--- config.mk ---
export PLATFORM = sky130hd
export DESIGN_NAME = rr_arbiter
export DESIGN_NICKNAME = d
export VERILOG_FILES = /design/src/rtl/rr_arbiter.sv
export SDC_FILE = /design/constraint.sdc
export NUM_CORES = 1
export LEC_CHECK = 0
export BUFFER_PORTS_ARGS = -buffer_cell sky130_fd_sc_hd__buf_2
export CORE_MARGIN = 5
export CORE_UTILIZATION = 35
export CTS_CLUSTER_DIAMETER = 150
export DETAILED_ROUTE_END_ITERATION = 16
export HOLD_SLACK_MARGIN = 0.05
export PLACE_DENSITY = 0.53
export SLEW_MARGIN = 10
export SYNTH_ARGS = -nofsm -noshare
export SYNTH_HDL_FRONTEND = slang
export SYNTH_SLANG_ARGS = --single-unit
--- constraint.sdc ---
create_clock -name clk -period 1.4 [get_ports clk]
set_clock_uncertainty 0.1 [all_clocks]
set_input_delay 0.28 -clock clk [delete_from_list [all_inputs] [get_ports clk]]
set_output_delay 0.28 -clock clk [all_outputs]
set_load 0.03 [all_outputs]
--- src/rtl/rr_arbiter.sv ---
// Round-robin arbiter with grant lock and hold-time preemption.
// One-hot registered grant; every handover passes through one idle cycle.
module rr_arbiter #(
    parameter int N        = 2,
    parameter int MAX_HOLD = 8
) (
    input  logic                 clk,
    input  logic                 rst,
    input  logic [N-1:0]         request,
    output logic [N-1:0]         grant,
    output logic                 grant_valid,
    output logic [$clog2(N)-1:0] grant_id
);

    localparam int IW = $clog2(N);
    localparam int HW = (MAX_HOLD > 0) ? $clog2(MAX_HOLD + 1) : 1;

    typedef enum logic {
        IDLE  = 1'b0,
        GRANT = 1'b1
    } state_t;

    state_t          state_q, state_d;
    logic [N-1:0]    grant_q, grant_d;
    logic            valid_q, valid_d;
    logic [IW-1:0]   id_q, id_d;
    logic [IW-1:0]   last_q, last_d;
    logic [HW-1:0]   hold_q, hold_d;
    logic            found_s;
    logic [IW-1:0]   pick_s;
    logic            preempt_s;

    // First set request bit scanning upward from last+1, wrapping; MSB is the found flag.
    function automatic logic [IW:0] rr_pick(input logic [N-1:0] req, input logic [IW-1:0] last);
        logic          found;
        logic [IW-1:0] idx;
        logic [IW-1:0] kk;
        int            k;
        found = 1'b0;
        idx   = {IW{1'b0}};
        for (int i = 1; i <= N; i++) begin
            k = int'(last) + i;
            if (k >= N) begin
                k = k - N;
            end else begin
                k = k;
            end
            kk = IW'(k);
            if (!found && req[kk]) begin
                found = 1'b1;
                idx   = kk;
            end else begin
                found = found;
            end
        end
        return {found, idx};
    endfunction

    assign {found_s, pick_s} = rr_pick(request, last_q);
    assign preempt_s = (MAX_HOLD != 0) && (hold_q == HW'(MAX_HOLD)) && (|(request & ~grant_q));

    // Next-state and next-output computation.
    always_comb begin
        state_d = state_q;
        grant_d = grant_q;
        valid_d = valid_q;
        id_d    = id_q;
        last_d  = last_q;
        hold_d  = hold_q;
        case (state_q)
            IDLE: begin
                if (found_s) begin
                    state_d = GRANT;
                    grant_d = {{(N-1){1'b0}}, 1'b1} << pick_s;
                    valid_d = 1'b1;
                    id_d    = pick_s;
                    hold_d  = HW'(1);
                end else begin
                    state_d = IDLE;
                end
            end
            GRANT: begin
                // Release and preemption both go through an all-zero dead cycle.
                if (!request[id_q] || preempt_s) begin
                    state_d = IDLE;
                    grant_d = {N{1'b0}};
                    valid_d = 1'b0;
                    id_d    = {IW{1'b0}};
                    last_d  = id_q;
                    hold_d  = {HW{1'b0}};
                end else if ((MAX_HOLD != 0) && (hold_q < HW'(MAX_HOLD))) begin
                    hold_d = hold_q + HW'(1);
                end else begin
                    hold_d = hold_q;
                end
            end
            default: begin
                state_d = IDLE;
                grant_d = {N{1'b0}};
                valid_d = 1'b0;
                id_d    = {IW{1'b0}};
                hold_d  = {HW{1'b0}};
            end
        endcase
    end

    // State and output registers with synchronous reset.
    always_ff @(posedge clk) begin
        if (rst) begin
            state_q <= IDLE;
            grant_q <= {N{1'b0}};
            valid_q <= 1'b0;
            id_q    <= {IW{1'b0}};
            last_q  <= IW'(N - 1);
            hold_q  <= {HW{1'b0}};
        end else begin
            state_q <= state_d;
            grant_q <= grant_d;
            valid_q <= valid_d;
            id_q    <= id_d;
            last_q  <= last_d;
            hold_q  <= hold_d;
        end
    end

    assign grant       = grant_q;
    assign grant_valid = valid_q;
    assign grant_id    = id_q;

endmodule

==> run_results.csv <==
group,metric,value,unit
placed_design,portBuffers,7,
route,ant_nets,0,
logic_synthesis,syn_area_per_cell,8.38,sq um
sta,relSlewSlack,0.786,
logic_synthesis,synthSimpleGateAreaFrac,0.251,
cells_and_area,fill_cells,166,
route,met1Wirelength,734,um
logic_synthesis,seq_area_frac_synth,0.299,
sta,timing.final.ws_setup,-61.7,ps
logic_synthesis,synthCells,72,
sta,worst_pin_slew,315,ps
clocking,cts_hold_buf,0,
logic_synthesis,syn_area,603,sq um
critical_path,path_cells,"inv_2 > ha_4 > and4b_1 > o21ai_4 > o21ai_1 > a211oi_1",
grt,track_usage,0.135,
grt,grt_pass1_wl,2680,um
sta,finalCriticalPeriod,1460,ps
logic_synthesis,synth-edff-count,0,
floorplanning,rows,15,
logic_synthesis,synthTopCellsByArea,"dfxtp_1 30%, a2111oi_2 5.0%, ha_1 4.1%",
route,routed_wl,1580,um
route,avgRoutedWirePerCell,14.5,um
sta,hold_viol_final,0,
placed_design,place.gp.congestion,0.851,
grt,grt_antenna_before_repair,0,
floorplanning,io_pins,8,
grt,grt_pass1_vias,606,
grt,grt_max_degree,15,
clocking,cts-htree-levels,1,
clocking,cts_made_buffers,3,
logic_synthesis,yosys_most_used_dff,"dfxtp_1",
cells_and_area,finalNonFillerCells,109,
clocking,clkSlewWorstSetupHoldPaths,70,ps
critical_path,required,1480,ps
power_and_ir_drop,power,0.713,mW
clocking,cts.sink_count,9,
logic_synthesis,yosysTopAreaCell,"dfxtp_1",
route,top_layer_used,"met4",
hold_path,hp-class,"primary input to register",
sta,slew_violations,0,
clocking,clk_latency,260,ps
clocking,cts-root-buf,"clkbuf_4",
logic_synthesis,ys_warn_count,0,
route,drc,0,
cells_and_area,drive_gt1_frac,0.489,
logic_synthesis,synthMuxAreaShare,0.0332,
power_and_ir_drop,vdd.ir_drop.worst,0.382,mV
grt,overflow,0,
logic_synthesis,ys_ff_latch,9,
logic_synthesis,synth-xor-area-share,0,
floorplanning,die_x,51.5,um
sta,max_freq,684,MHz
route,met3WireLength,83,um
route,firstDrtPassIters,6,
route,via_per_inst,5.73,
cells_and_area,fin_nets,99,
cells_and_area,area.growth.synth_to_final,38.8,%
critical_path,cp_slowest_stage_delay,330,ps
logic_synthesis,async_flop_share,0,
critical_path,endpoint_kind,"register",
logic_synthesis,yosysMostFrequentCell,"dfxtp_1",
cells_and_area,regArea,184,sq um
sta,rsz0062_at_grt,"yes",
clocking,cts_buffer_depth,2,
run,cap_violations,0,
floorplanning,initial_utilization,0.357,
floorplanning,dieArea,0.00265,sq mm
critical_path,critPathMaxFanout,7,
logic_synthesis,synth_top_family_by_area,"compound AO/OA/AOI/OAI gates",
route,first_iter_violations,10,
power_and_ir_drop,leakage,0.327,nW
critical_path,ff2ff_setup_slack,-60,ps
critical_path,crit_arrival,1540,ps
power_and_ir_drop,p_per_area,851,mW/mm^2
route,vias,625,
logic_synthesis,ys_types,35,
placed_design,dp_hpwl,1150,um
sta,setup_violations,6,
floorplanning,fp.dieH,51.5,um
floorplanning,core,0.00169,sq mm
cells_and_area,diodes,0,
logic_synthesis,synthAdderAreaFrac,0.0415,
critical_path,cp_slowest_cell,"dfxtp_2",
critical_path,worstSetupPathType,"register to register",
placed_design,dp_cells,103,
route,routed-wl-met2,731,um
cells_and_area,multi_input_area,443,sq um
logic_synthesis,synth_top_area_share,0.299,
sta,fin_crit_sh,1.04,
outcome,status,"complete, but fails checks",
logic_synthesis,synthesis.nets,78,
logic_synthesis,synth_compound_area_frac,0.288,
critical_path,cp-start-kind,"register",
logic_synthesis,ys_top_cells_by_count,"9 x dfxtp_1, 6 x nor2_1",
clocking,cts_tree,"done",
outcome,violations,"negative setup slack",
==> cell families after synthesis <==
kind of cell,after synthesis
muxes,2
DFF,9
buffers and inverters,10
and+or+nand+nor,27
AOI/OAI and AO/OA,22
adders and majority gates,2
==> worst paths after layout <==
check             cells after the start        start     endpoint
setup / recovery                      6    hold_q[1]     grant[0]
hold / removal                        2          rst     grant[1]
setup reg to reg                      6    hold_q[1]     grant[0]
hold reg to reg                       2  grant_valid  grant_valid
==> repair_timing <==
action,CTS,global route
pin swaps,9,0
resized for setup,13,1
setup buffers,2,0
endpoints found under the setup margin,9,9
==> worst max-delay path, delay by kind of cell, from the launching register on <==
family,cells,cell delay [ps]
AOI/OAI and AO/OA,3,560
buffers and inverters,1,40
DFF,1,330
adders and majority gates,1,150
and+or+nand+nor,1,220
==> power by group <==
group	internal (mW)	switching, mW	total [mW]	leakage, nW
Combinational	0.0974	0.119	0.217	0.237
Sequential	0.276	0.0176	0.294	0.0753
Clock	0.110	0.0925	0.202	0.0150
==> per-stage QoR <==
stage	hold WS, ps	cell area (sq um)	setup TNS (ps)	utilization	setup WS (ps)
after detailed placement	368	726	-443	0.430	-95.1
after global routing	281	837	-848	0.496	-146
after floorplan	361	609	0	-	2.21
final	264	837	-194	0.496	-61.7
after CTS	254	833	-197	0.493	-58.2
after global placement	365	726	-332	0.430	-85.9
==> state kept, by name, indices dropped and copies added, names as in the netlist <==
| name | count |
|---|---|
| grant_valid | 1 |
| state_q | 1 |
| hold_q | 4 |
| last_q | 1 |
| grant | 2 |
==> area by class of cell <==
cell class                      instances  area share
Multi-Input combinational cell         53       0.529
Sequential cell                         9       0.220
Timing Repair Buffer                   22       0.176
Clock buffer                            4      0.0314
Tap cell                               17      0.0254
Inverter                                4      0.0179
==> cell usage in the layout (no fill, tap or decap), types with 2 or more instances in the layout <==
cell and n:
clkbuf_4 3, inv_1 2, dfxtp_2 3, nor3_1 4, inv_2 2, dfxtp_1 6
a2111oi_4 2, buf_2 7, nand2b_1 4, a21oi_1 4, nor2_1 5, nand4_1 2
nand2_1 2, o21ai_1 3, buf_4 15
==> per-layer routing <==
layer | vias to the layer above | global-route usage
met2 | 20 | 0.210
li1 | 308 | -
met4 | 0 | 0.0699
met5 | - | 0
met1 | 293 | 0.168
met3 | 4 | 0.0372
Note: power is estimated with default switching activity, not from simulation.
